--- src/rtl/alu_hs_pkg.sv ---
// alu_hs_pkg: shared types and constants for the handshake ALU.
//   alu_op_t    - 4-bit opcode encoding presented on op_in
//   alu_state_t - control FSM state encoding
//   FLAG_*      - bit positions inside the 4-bit {n,z,c,v} flags vector
package alu_hs_pkg;

  typedef enum logic [3:0] {
    OP_NOP = 4'd0,
    OP_ADD = 4'd1,
    OP_SUB = 4'd2,
    OP_AND = 4'd3,
    OP_OR  = 4'd4,
    OP_XOR = 4'd5,
    OP_SHL = 4'd6,
    OP_SHR = 4'd7,
    OP_MUL = 4'd8
  } alu_op_t;

  typedef enum logic [1:0] {
    ST_IDLE = 2'd0,
    ST_EXEC = 2'd1,
    ST_MUL  = 2'd2,
    ST_DONE = 2'd3
  } alu_state_t;

  localparam int FLAG_N = 3;
  localparam int FLAG_Z = 2;
  localparam int FLAG_C = 1;
  localparam int FLAG_V = 0;

endpackage

--- src/rtl/alu_mul_seq.sv ---
// alu_mul_seq: iterative unsigned shift-add multiplier, one partial product
// per clock, WIDTH clocks per operation.
//   clk, rst_n   - clock, asynchronous active-low reset
//   start        - load a/b and begin (ignored while busy by the caller)
//   a, b         - operands
//   busy         - an operation is in progress
//   done         - final step is being taken this cycle; product is final
//   product      - running sum including the current step's partial product
module alu_mul_seq #(
  parameter int WIDTH = 8
) (
  input  logic               clk,
  input  logic               rst_n,
  input  logic               start,
  input  logic [WIDTH-1:0]   a,
  input  logic [WIDTH-1:0]   b,
  output logic               busy,
  output logic               done,
  output logic [2*WIDTH-1:0] product
);

  localparam int CW = $clog2(WIDTH);

  logic [2*WIDTH-1:0] r_acc;
  logic [2*WIDTH-1:0] r_mcand;
  logic [WIDTH-1:0]   r_mplier;
  logic [CW-1:0]      r_cnt;
  logic               r_busy;

  logic [2*WIDTH-1:0] w_addend;
  logic [2*WIDTH-1:0] w_next;

  assign w_addend = r_mplier[0] ? r_mcand : '0;
  assign w_next   = r_acc + w_addend;

  // product is exposed combinationally so the caller can capture the final
  // value on the same edge that retires the last step.
  assign product = w_next;
  assign busy    = r_busy;
  assign done    = r_busy && (r_cnt == '0);

  always_ff @(posedge clk or negedge rst_n) begin
    if (!rst_n) begin
      r_acc    <= '0;
      r_mcand  <= '0;
      r_mplier <= '0;
      r_cnt    <= '0;
      r_busy   <= 1'b0;
    end else if (start) begin
      r_acc    <= '0;
      r_mcand  <= {{WIDTH{1'b0}}, a};
      r_mplier <= b;
      r_cnt    <= CW'(WIDTH - 1);
      r_busy   <= 1'b1;
    end else if (r_busy) begin
      r_acc    <= w_next;
      r_mcand  <= r_mcand << 1;
      r_mplier <= r_mplier >> 1;
      if (r_cnt == '0) r_busy <= 1'b0;
      else             r_cnt  <= r_cnt - 1'b1;
    end
  end

endmodule

--- src/rtl/alu_hs.sv ---
// alu_hs: single-issue ALU with valid/ready handshakes on both sides.
//   clk, rst_n           - clock, asynchronous active-low reset
//   in_valid/in_ready    - operation handshake (ready only when idle)
//   op_in, a_in, b_in    - opcode (alu_op_t) and operands
//   out, flags, err      - registered result, {n,z,c,v}, illegal-op flag
//   out_valid/out_ready  - result handshake; result held until taken
// Simple ops take one EXEC cycle; MUL (when MUL_EN) runs the iterative
// multiplier for WIDTH cycles. Illegal opcodes return out=0, flags=0, err=1.
module alu_hs
  import alu_hs_pkg::*;
#(
  parameter int WIDTH  = 8,
  parameter int MUL_EN = 1
) (
  input  logic             clk,
  input  logic             rst_n,
  input  logic             in_valid,
  output logic             in_ready,
  input  logic [3:0]       op_in,
  input  logic [WIDTH-1:0] a_in,
  input  logic [WIDTH-1:0] b_in,
  output logic [WIDTH-1:0] out,
  output logic [3:0]       flags,
  output logic             err,
  output logic             out_valid,
  input  logic             out_ready
);

  localparam int SHW = $clog2(WIDTH);

  alu_state_t       r_state;
  logic [3:0]       r_op;
  logic [WIDTH-1:0] r_a;
  logic [WIDTH-1:0] r_b;
  logic [WIDTH-1:0] r_out;
  logic [3:0]       r_flags;
  logic             r_err;
  logic             r_out_valid;

  logic               w_accept;
  logic               w_is_mul;
  logic               w_mul_busy;
  logic               w_mul_done;
  logic [2*WIDTH-1:0] w_mul_product;
  logic [3:0]         w_mul_flags;

  logic [WIDTH-1:0]   w_res;
  logic               w_c;
  logic               w_v;
  logic               w_err;
  logic [3:0]         w_flags;
  logic [WIDTH:0]     w_sum;
  logic [SHW-1:0]     w_shamt;
  logic [2*WIDTH-1:0] w_shl;
  logic [2*WIDTH-1:0] w_shr;

  // Gated by rst_n so the issue stage never sees ready during reset.
  assign in_ready = (r_state == ST_IDLE) && rst_n;
  assign w_accept = in_valid && in_ready;
  assign w_is_mul = (MUL_EN != 0) && (op_in == OP_MUL);

  assign out       = r_out;
  assign flags     = r_flags;
  assign err       = r_err;
  assign out_valid = r_out_valid;

  generate
    if (MUL_EN != 0) begin : g_mul
      alu_mul_seq #(.WIDTH(WIDTH)) u_mul (
        .clk     (clk),
        .rst_n   (rst_n),
        .start   (w_accept && w_is_mul),
        .a       (a_in),
        .b       (b_in),
        .busy    (w_mul_busy),
        .done    (w_mul_done),
        .product (w_mul_product)
      );
    end else begin : g_no_mul
      assign w_mul_busy    = 1'b0;
      assign w_mul_done    = 1'b0;
      assign w_mul_product = '0;
    end
  endgenerate

  always_comb begin
    w_mul_flags         = '0;
    w_mul_flags[FLAG_N] = w_mul_product[WIDTH-1];
    w_mul_flags[FLAG_Z] = (w_mul_product[WIDTH-1:0] == '0);
    w_mul_flags[FLAG_C] = |w_mul_product[2*WIDTH-1:WIDTH];
  end

  // Shifts are done in a double-width window so the last bit shifted out
  // lands at a fixed position (WIDTH for SHL, WIDTH-1 for SHR); a zero
  // shift leaves a zero there, which gives c=0 without a special case.
  assign w_shamt = r_b[SHW-1:0];
  assign w_shl   = {{WIDTH{1'b0}}, r_a} << w_shamt;
  assign w_shr   = {r_a, {WIDTH{1'b0}}} >> w_shamt;

  always_comb begin
    w_res = '0;
    w_c   = 1'b0;
    w_v   = 1'b0;
    w_err = 1'b0;
    w_sum = '0;
    case (r_op)
      OP_ADD: begin
        w_sum = {1'b0, r_a} + {1'b0, r_b};
        w_res = w_sum[WIDTH-1:0];
        w_c   = w_sum[WIDTH];
        w_v   = (r_a[WIDTH-1] == r_b[WIDTH-1]) && (w_res[WIDTH-1] != r_a[WIDTH-1]);
      end
      OP_SUB: begin
        w_sum = {1'b0, r_a} + {1'b0, ~r_b} + {{WIDTH{1'b0}}, 1'b1};
        w_res = w_sum[WIDTH-1:0];
        w_c   = w_sum[WIDTH];
        w_v   = (r_a[WIDTH-1] != r_b[WIDTH-1]) && (w_res[WIDTH-1] != r_a[WIDTH-1]);
      end
      OP_AND: w_res = r_a & r_b;
      OP_OR:  w_res = r_a | r_b;
      OP_XOR: w_res = r_a ^ r_b;
      OP_SHL: begin
        w_res = w_shl[WIDTH-1:0];
        w_c   = w_shl[WIDTH];
      end
      OP_SHR: begin
        w_res = w_shr[2*WIDTH-1:WIDTH];
        w_c   = w_shr[WIDTH-1];
      end
      // MUL never reaches EXEC when implemented, so here it is illegal.
      default: w_err = 1'b1;
    endcase

    w_flags = '0;
    if (!w_err) begin
      w_flags[FLAG_N] = w_res[WIDTH-1];
      w_flags[FLAG_Z] = (w_res == '0);
      w_flags[FLAG_C] = w_c;
      w_flags[FLAG_V] = w_v;
    end
  end

  always_ff @(posedge clk or negedge rst_n) begin
    if (!rst_n) begin
      r_state     <= ST_IDLE;
      r_op        <= '0;
      r_a         <= '0;
      r_b         <= '0;
      r_out       <= '0;
      r_flags     <= '0;
      r_err       <= 1'b0;
      r_out_valid <= 1'b0;
    end else begin
      case (r_state)
        ST_IDLE: begin
          if (w_accept) begin
            r_op <= op_in;
            r_a  <= a_in;
            r_b  <= b_in;
            if (op_in == OP_NOP) r_state <= ST_IDLE;
            else if (w_is_mul)   r_state <= ST_MUL;
            else                 r_state <= ST_EXEC;
          end
        end
        ST_EXEC: begin
          r_out       <= w_res;
          r_flags     <= w_flags;
          r_err       <= w_err;
          r_out_valid <= 1'b1;
          r_state     <= ST_DONE;
        end
        ST_MUL: begin
          if (w_mul_done) begin
            r_out       <= w_mul_product[WIDTH-1:0];
            r_flags     <= w_mul_flags;
            r_err       <= 1'b0;
            r_out_valid <= 1'b1;
            r_state     <= ST_DONE;
          end else if (!w_mul_busy) begin
            // Multiplier idle without finishing: never wait forever.
            r_state <= ST_IDLE;
          end
        end
        ST_DONE: begin
          if (out_ready) begin
            r_out_valid <= 1'b0;
            r_state     <= ST_IDLE;
          end
        end
        default: r_state <= ST_IDLE;
      endcase
    end
  end

endmodule
--- config.mk ---
export PLATFORM = sky130hd
export DESIGN_NAME = alu_hs
export DESIGN_NICKNAME = d
export VERILOG_FILES = /design/src/rtl/alu_hs_pkg.sv /design/src/rtl/alu_mul_seq.sv /design/src/rtl/alu_hs.sv
export SDC_FILE = /design/constraint.sdc
export NUM_CORES = 1
export LEC_CHECK = 0
export ABC_AREA = 1
export CAP_MARGIN = 20
export CORE_MARGIN = 1.5
export CORE_UTILIZATION = 60
export DETAILED_ROUTE_END_ITERATION = 10
export GPL_ROUTABILITY_DRIVEN = 0
export PLACE_DENSITY = 0.91
export SLEW_MARGIN = 20
export SYNTH_ARGS = -nofsm -noshare
export SYNTH_HDL_FRONTEND = slang
export SYNTH_SLANG_ARGS = --single-unit
--- constraint.sdc ---
create_clock -name clk -period 3.4 [get_ports clk]
set_input_delay 0.85 -clock clk [delete_from_list [all_inputs] [get_ports clk]]
set_output_delay 0.85 -clock clk [all_outputs]
set_load 0.1 [all_outputs]
# [Word-level counts from Yosys, hierarchy flattened]
# Cells that the tools add are included.
[op_classes] n_reduce_logical=21 n_eq_ne=20 n_addsub=5 shift=2 n_bitwise=4 muxes=34
[op_table] cell="$mux 16" n=5
[op_table] cell="$pmux 8 s7" n=1
[op_table] cell="$mux 8" n=3
[op_table] cell="$add 8x8->9" n=2
[op_table] cell="$add 16x16->16" n=1
[op_table] cell="$eq 4x3->1 const B" n=4
[op_table] cell="$logic_not 8->1" n=2
[op_table] cell="$pmux 8 s2" n=1
[op_table] cell="$shr 16x3->16" n=1
[op_table] cell="$mux 2" n=6
[op_table] cell="$add 9x1->9 const B" n=1
[op_table] cell="$mux 3" n=3
[op_table] cell="$shl 8x3->9" n=1
[op_table] cell="$and 8x8->8" n=1
[op_table] cell="$eq 4x2->1 const B" n=2
[op_table] cell="$mux 4" n=2
[op_table] cell="$not 8->8" n=1
[op_table] cell="$or 8x8->8" n=1
[op_table] cell="$pmux 2 s4" n=1
[op_table] cell="$pmux 4 s2" n=1
[op_table] cell="$reduce_or 8->1" n=1
[op_table] cell="$xor 8x8->8" n=1
[op_table] cell="$mux 1" n=7
[op_table] cell="$reduce_or 7->1" n=1
[op_table] cell="21 further kinds" n=36
[word_totals] out_inout_bits=15 in_bits=24 regBits=80

# [Depth between registers and ports, before layout]
[logic_depth] word_depth=8 depth_mapped=20

# [Hierarchy]
# From an unflattened synthesis, not the netlist that was laid out.
[unflattened] cells_unflattened=936 hier_area_um2=6248.5
[modules_own_cells] mod="alu_hs" area_per_inst_um2=3365.7 cells_each=546 instances=1
[modules_own_cells] mod="alu_mul_seq" area_per_inst_um2=2882.8 cells_each=390 instances=1

# [Worst setup path before layout]
# Ideal clock, no wire load.
[synth_timing] path_kind="input -> register" from="input port rst_n" to="register g_mul.u_mul.r_mplier[3]" path_slack_ns=0.947 arrival_time_ns=2.314 n_path_buf=2 path_stages=9 cell_sequence="inv_1 > nor2_4 > nand2_2 > nor2_4 > nor2_1 > buf_2 > buf_6 > nand2_1 > o221ai_1"
[synth_via] elab_chain_cells=4 word_cells_on_any_way=5 cone_classes="1 x mux; 4 x reduce/logical"
[synth_rtl] element="from (decl)" line_no="alu_hs.sv:16" source="input logic rst_n,"
[synth_rtl] element="$logic_and 1x1->1 *" line_no="alu_hs.sv:58" source="assign in_ready = (r_state == ST_IDLE) && rst_n;"
[synth_rtl] element="named net in_ready" line_no="alu_hs.sv:18" source="output logic in_ready,"
[synth_rtl] element="$logic_and 1x1->1 *" line_no="alu_hs.sv:59" source="assign w_accept = in_valid && in_ready;"
[synth_rtl] element="$logic_and 1x1->1 *" line_no="alu_hs.sv:72" source=".start (w_accept && w_is_mul),"
[synth_rtl] element="$mux 8 or $reduce_bool 2->1 (tied branches)"
[synth_rtl] element="to (signal assigned)" line_no="alu_mul_seq.sv:58" source="r_mplier <= r_mplier >> 1;"
[synth_rtl] element="to (decl)" line_no="alu_mul_seq.sv:26" source="logic [WIDTH-1:0] r_mplier;"
# Mark *: on every way through the listed nets, which the timed path passes. The rest lies on a longest branch.
# A chain may end at the register's enable or synchronous reset.

# [Worst setup path in the final report]
[layout_timing] from="input port op_in[1]" to="register g_mul.u_mul.r_mcand[2]"
[layout_via] elab_chain_cells=3 word_cells_on_any_way=4 cone_classes="1 x eq/ne; 1 x mux; 2 x reduce/logical"
[layout_rtl] element="from (decl)" line_no="alu_hs.sv:19" source="input logic [3:0] op_in,"
[layout_rtl] element="$eq 4x4->1 *" line_no="alu_hs.sv:60" source="assign w_is_mul = (MUL_EN != 0) && (op_in == OP_MUL);"
[layout_rtl] element="$logic_and 1x1->1 *" line_no="alu_hs.sv:72"
[layout_rtl] element="$mux 16 or $reduce_bool 2->1 (tied branches)"
[layout_rtl] element="to (signal assigned)" line_no="alu_mul_seq.sv:51" source="r_mcand <= {{WIDTH{1'b0}}, a};"
[layout_rtl] element="to (signal assigned)" line_no="alu_mul_seq.sv:57" source="r_mcand <= r_mcand << 1;"
[layout_rtl] element="to (decl)" line_no="alu_mul_seq.sv:25" source="logic [2*WIDTH-1:0] r_mcand;"
# Every way passes the cells marked *; elsewhere a longest branch is shown, timed or not.

==> qor.txt <==
adder-cell share of the synthesized area = 0.0970
clock latency on the worst-skew pair = 0.36 ns
Post-Syn Instances = 871
Top delay family on crit path = simple AND/OR/NAND/NOR gates
clock buffer depth = 2
Rows = 36
Critical Path AT = 3.23 ns
die area = 10,700 sq um
unrepaired setup endpoints after global routing = no
CTS sink count = 79
n_diodes = 0
Synth Area in Compound Gates = 0.139
Tightest Pin Transition = 1.09 ns
hpwl dp = 12,500 um
antenna viol nets, final = 0
Leakage = 3.47 nW
Final Slew Violations = 0
Switching Share = 0.544
TritonCTS clock tree = done
WP buf/inv = 2
Port Buffers = 38
WS Path Type = in2reg
fin util = 0.684
CP max FO = 16
CP max-delay cell = nor2_1
syn_nets = 940
async set or reset register ratio after synthesis = 1.00
status = complete, no violations
WL final = 16,600 um
XOR/XNOR Fraction of Synth Area = 0.0189
Sequential Area = 1980 sq um
Yosys cell types = 41
relative max-transition margin = 0.273
Post-synth top flop = dfrtp_1
warnings from Yosys = 0
initial antenna violation count = 0
area growth from synthesis to layout = 10.7%
Die Span Y = 103 um
Worst Setup End Kind = flip-flop
Top-Level Pins = 39
Hold Violations, Final = 0
Pwr Total = 6.91 mW
violation count after the first detailed-route iteration = 572
MaxCap Viol Count = 0
die width = 103 um
fin crit period = 2.95 ns
clk slew on worst S/H paths = 0.09 ns
main combinational cell family by area after synthesis = simple AND/OR/NAND/NOR gates
number of synthesized flops with an enable pin = 0
area of the multi-input gates = 3470 sq um
sequential power share = 0.251
setup_tns = 0 ns
Final Cycle Share = 0.869
critical-path cell list = clkdlybuf4s50_1 > nor3_2 > nand2_2 > nor2_4 > nor2_1 > inv_1 > o221ai_1
area of the core = 9770 sq um
nature of the critical path startpoint = input pin
first-pass GRT wire length = 26,900 um
overflow left after global routing = 0
setup bufs post-CTS = 0
hold slack final = 0.503 ns
routed length per instance = 16.0 um
syn avg cell area = 6.93 sq um
post-synthesis mux area share = 0
cell area after synthesis = 6040 sq um
Pwr Density = 1030 nW/um^2
Clk pwr share = 0.126
flops & latches, synth = 79
via-per-instance ratio = 5.89
vias in the first global route = 5,576
NetSw = 3.76 mW
# DRC = 0
Layout fillers = 789
post_cts resized = 0
Critical Path RT = 3.67 ns
final setup skew = 0.0101 ns
share of cells above drive strength 1 = 0.0808
GRT Resource Usage Total = 0.328
htree depth = 3
TritonCTS Buffers = 9
Comb pwr share = 0.623
nets@finish = 968
CTS Root Buffer Type = clkbuf_8
CP max stage delay = 0.82 ns
f_max = 339 MHz
Hold Crit Class = reg2reg
simple-gate share of the synthesized area = 0.319
Internal Power = 3.15 mW
VDD IR max = 0.550 mV
DR pass1 iterations = 6
total vias in the final route = 6,110
largest net degree at the start of global routing = 80
Initial Utilization = 0.618
Final setup viols = 0
Seq/Total Area, Yosys = 0.327
hold buffer count at cts = 0
==> worst reg2reg max path: stages (launching register included) <==
cell and delay [ns]:
dfrtp_1 0.59, nand2_1 0.16, inv_1 0.05, ha_1 0.22
fa_1 0.43, nand3_1 0.09, nand2_1 0.10, nand3_1 0.10
nand2_1 0.10, nand2_1 0.13, nand3b_1 0.09, nand2_1 0.09
nand2_1 0.06, nor2_1 0.15, nand2_1 0.14, nand2_1 0.08
a21oi_1 0.06
==> registers in the layout, indices dropped and copies added, names as in the netlist <==
| register | count |
|---|---|
| g_mul.u_mul.r_acc | 16 |
| g_mul.u_mul.r_mcand | 16 |
| g_mul.u_mul.r_mplier | 8 |
| out | 8 |
| r_a | 8 |
| r_b | 8 |
| r_op | 4 |
| flags | 3 |
| g_mul.u_mul.r_cnt | 3 |
| r_state | 2 |
| err | 1 |
| g_mul.u_mul.busy | 1 |
| out_valid | 1 |
==> through the flow <==
| step | instance area (sq um) | setup WS [ns] | cells |
|---|---|---|---|
| floorplan | 6040 | 0.947 | 871 |
| global placement | 6430 | 0.294 | 1021 |
| detailed placement | 6430 | 0.208 | 1021 |
| CTS | 6680 | 0.543 | 1037 |
| global route | 6680 | 0.301 | 1037 |
| finish | 6680 | 0.446 | 1037 |
==> power groups by stage <==
stage | clock network (mW) | logic (mW) | registers [mW]
floorplan | 0 | 2.83 | 2.10
global placement | 0 | 4.09 | 1.73
detailed placement | 0 | 4.17 | 1.73
CTS | 0.878 | 4.21 | 1.72
global route | 0.916 | 4.75 | 1.78
finish | 0.871 | 4.30 | 1.74
==> Yosys cell counts (4+ instances only) <==
master / instances / area [sq um]
xnor2_1: 5 / 43.8
ha_1: 42 / 526
nand3_1: 78 / 390
buf_6: 5 / 56.3
o221ai_1: 7 / 61.3
inv_2: 10 / 37.5
or2_2: 4 / 25.0
o211ai_1: 8 / 60.1
nor3_1: 5 / 25.0
a21oi_1: 42 / 210
o22ai_1: 8 / 50.1
dfrtp_1: 79 / 1980
o21ai_0: 59 / 295
inv_1: 103 / 387
nand2_2: 6 / 37.5
a22o_1: 7 / 61.3
nor2_2: 9 / 56.3
buf_4: 4 / 30.0
nand4_1: 13 / 81.3
xor2_1: 8 / 70.1
nor2_1: 71 / 267
nand3b_1: 6 / 45.0
buf_2: 10 / 50.1
nand2_1: 245 / 920
o21ai_1: 5 / 25.0
clkbuf_1: 7 / 26.3
==> path summary, 6_finish.rpt <==
path	from	to	slack, ns	cells past startpoint
worst min register to register	out[5]	out[5]	0.50	2
min in group asynchronous	rst_n	g_mul.u_mul.r_acc[14]	0.73	2
worst min-delay path	out[5]	out[5]	0.50	2
max in group asynchronous	rst_n	r_state[0]	2.01	2
worst max register to register	g_mul.u_mul.r_mplier[0]	flags[1]	0.63	16
worst max-delay path	op_in[1]	g_mul.u_mul.r_mcand[2]	0.45	7
==> routing by layer <==
layer,global-route usage,vias up,wire (um)
met5,0,-,0
li1,-,2892,-
met2,0.515,335,7600
met4,0.146,0,544
met3,0.0820,52,1650
met1,0.433,2831,6770
==> cells by family after synthesis <==
logic type	count (synthesis)
adders and majority gates	45
AOI/OAI and AO/OA	146
xor gates and xnor gates	13
DFF	79
and+or+nand+nor	447
buffers and inverters	141
==> cells in the final DEF, fill, tap and decap left out, types with 2 or more instances in the layout <==
cell,n
o21ai_0,59
xnor2_1,5
nor2_2,9
a21o_1,2
ha_1,42
or2_2,4
nand3b_1,6
clkbuf_8,9
nor3_1,5
nand2_2,6
nor3_2,2
inv_6,2
o221ai_1,7
bufinv_16,3
inv_2,10
a21oi_1,42
and2_1,3
nand4_1,13
o21a_1,2
a22o_1,7
buf_4,20
or2_1,2
inv_1,103
a31oi_1,2
nand2_1,245
xor2_1,8
o21ai_1,5
fa_1,3
nor2_4,2
o22ai_1,8
clkdlybuf4s50_1,22
nor2_1,71
nand3_1,78
dfrtp_1,79
o211ai_1,8
==> area by class of cell <==
class | count | share of cell area
Tap cell | 133 | 0.0249
Sequential cell | 79 | 0.296
Inverter | 115 | 0.0650
Clock inverter | 7 | 0.0189
Timing Repair Buffer | 43 | 0.0584
Clock buffer | 9 | 0.0185
Multi-Input combinational cell | 651 | 0.519
No activity file was read; power rests on OpenSTA's default activity.
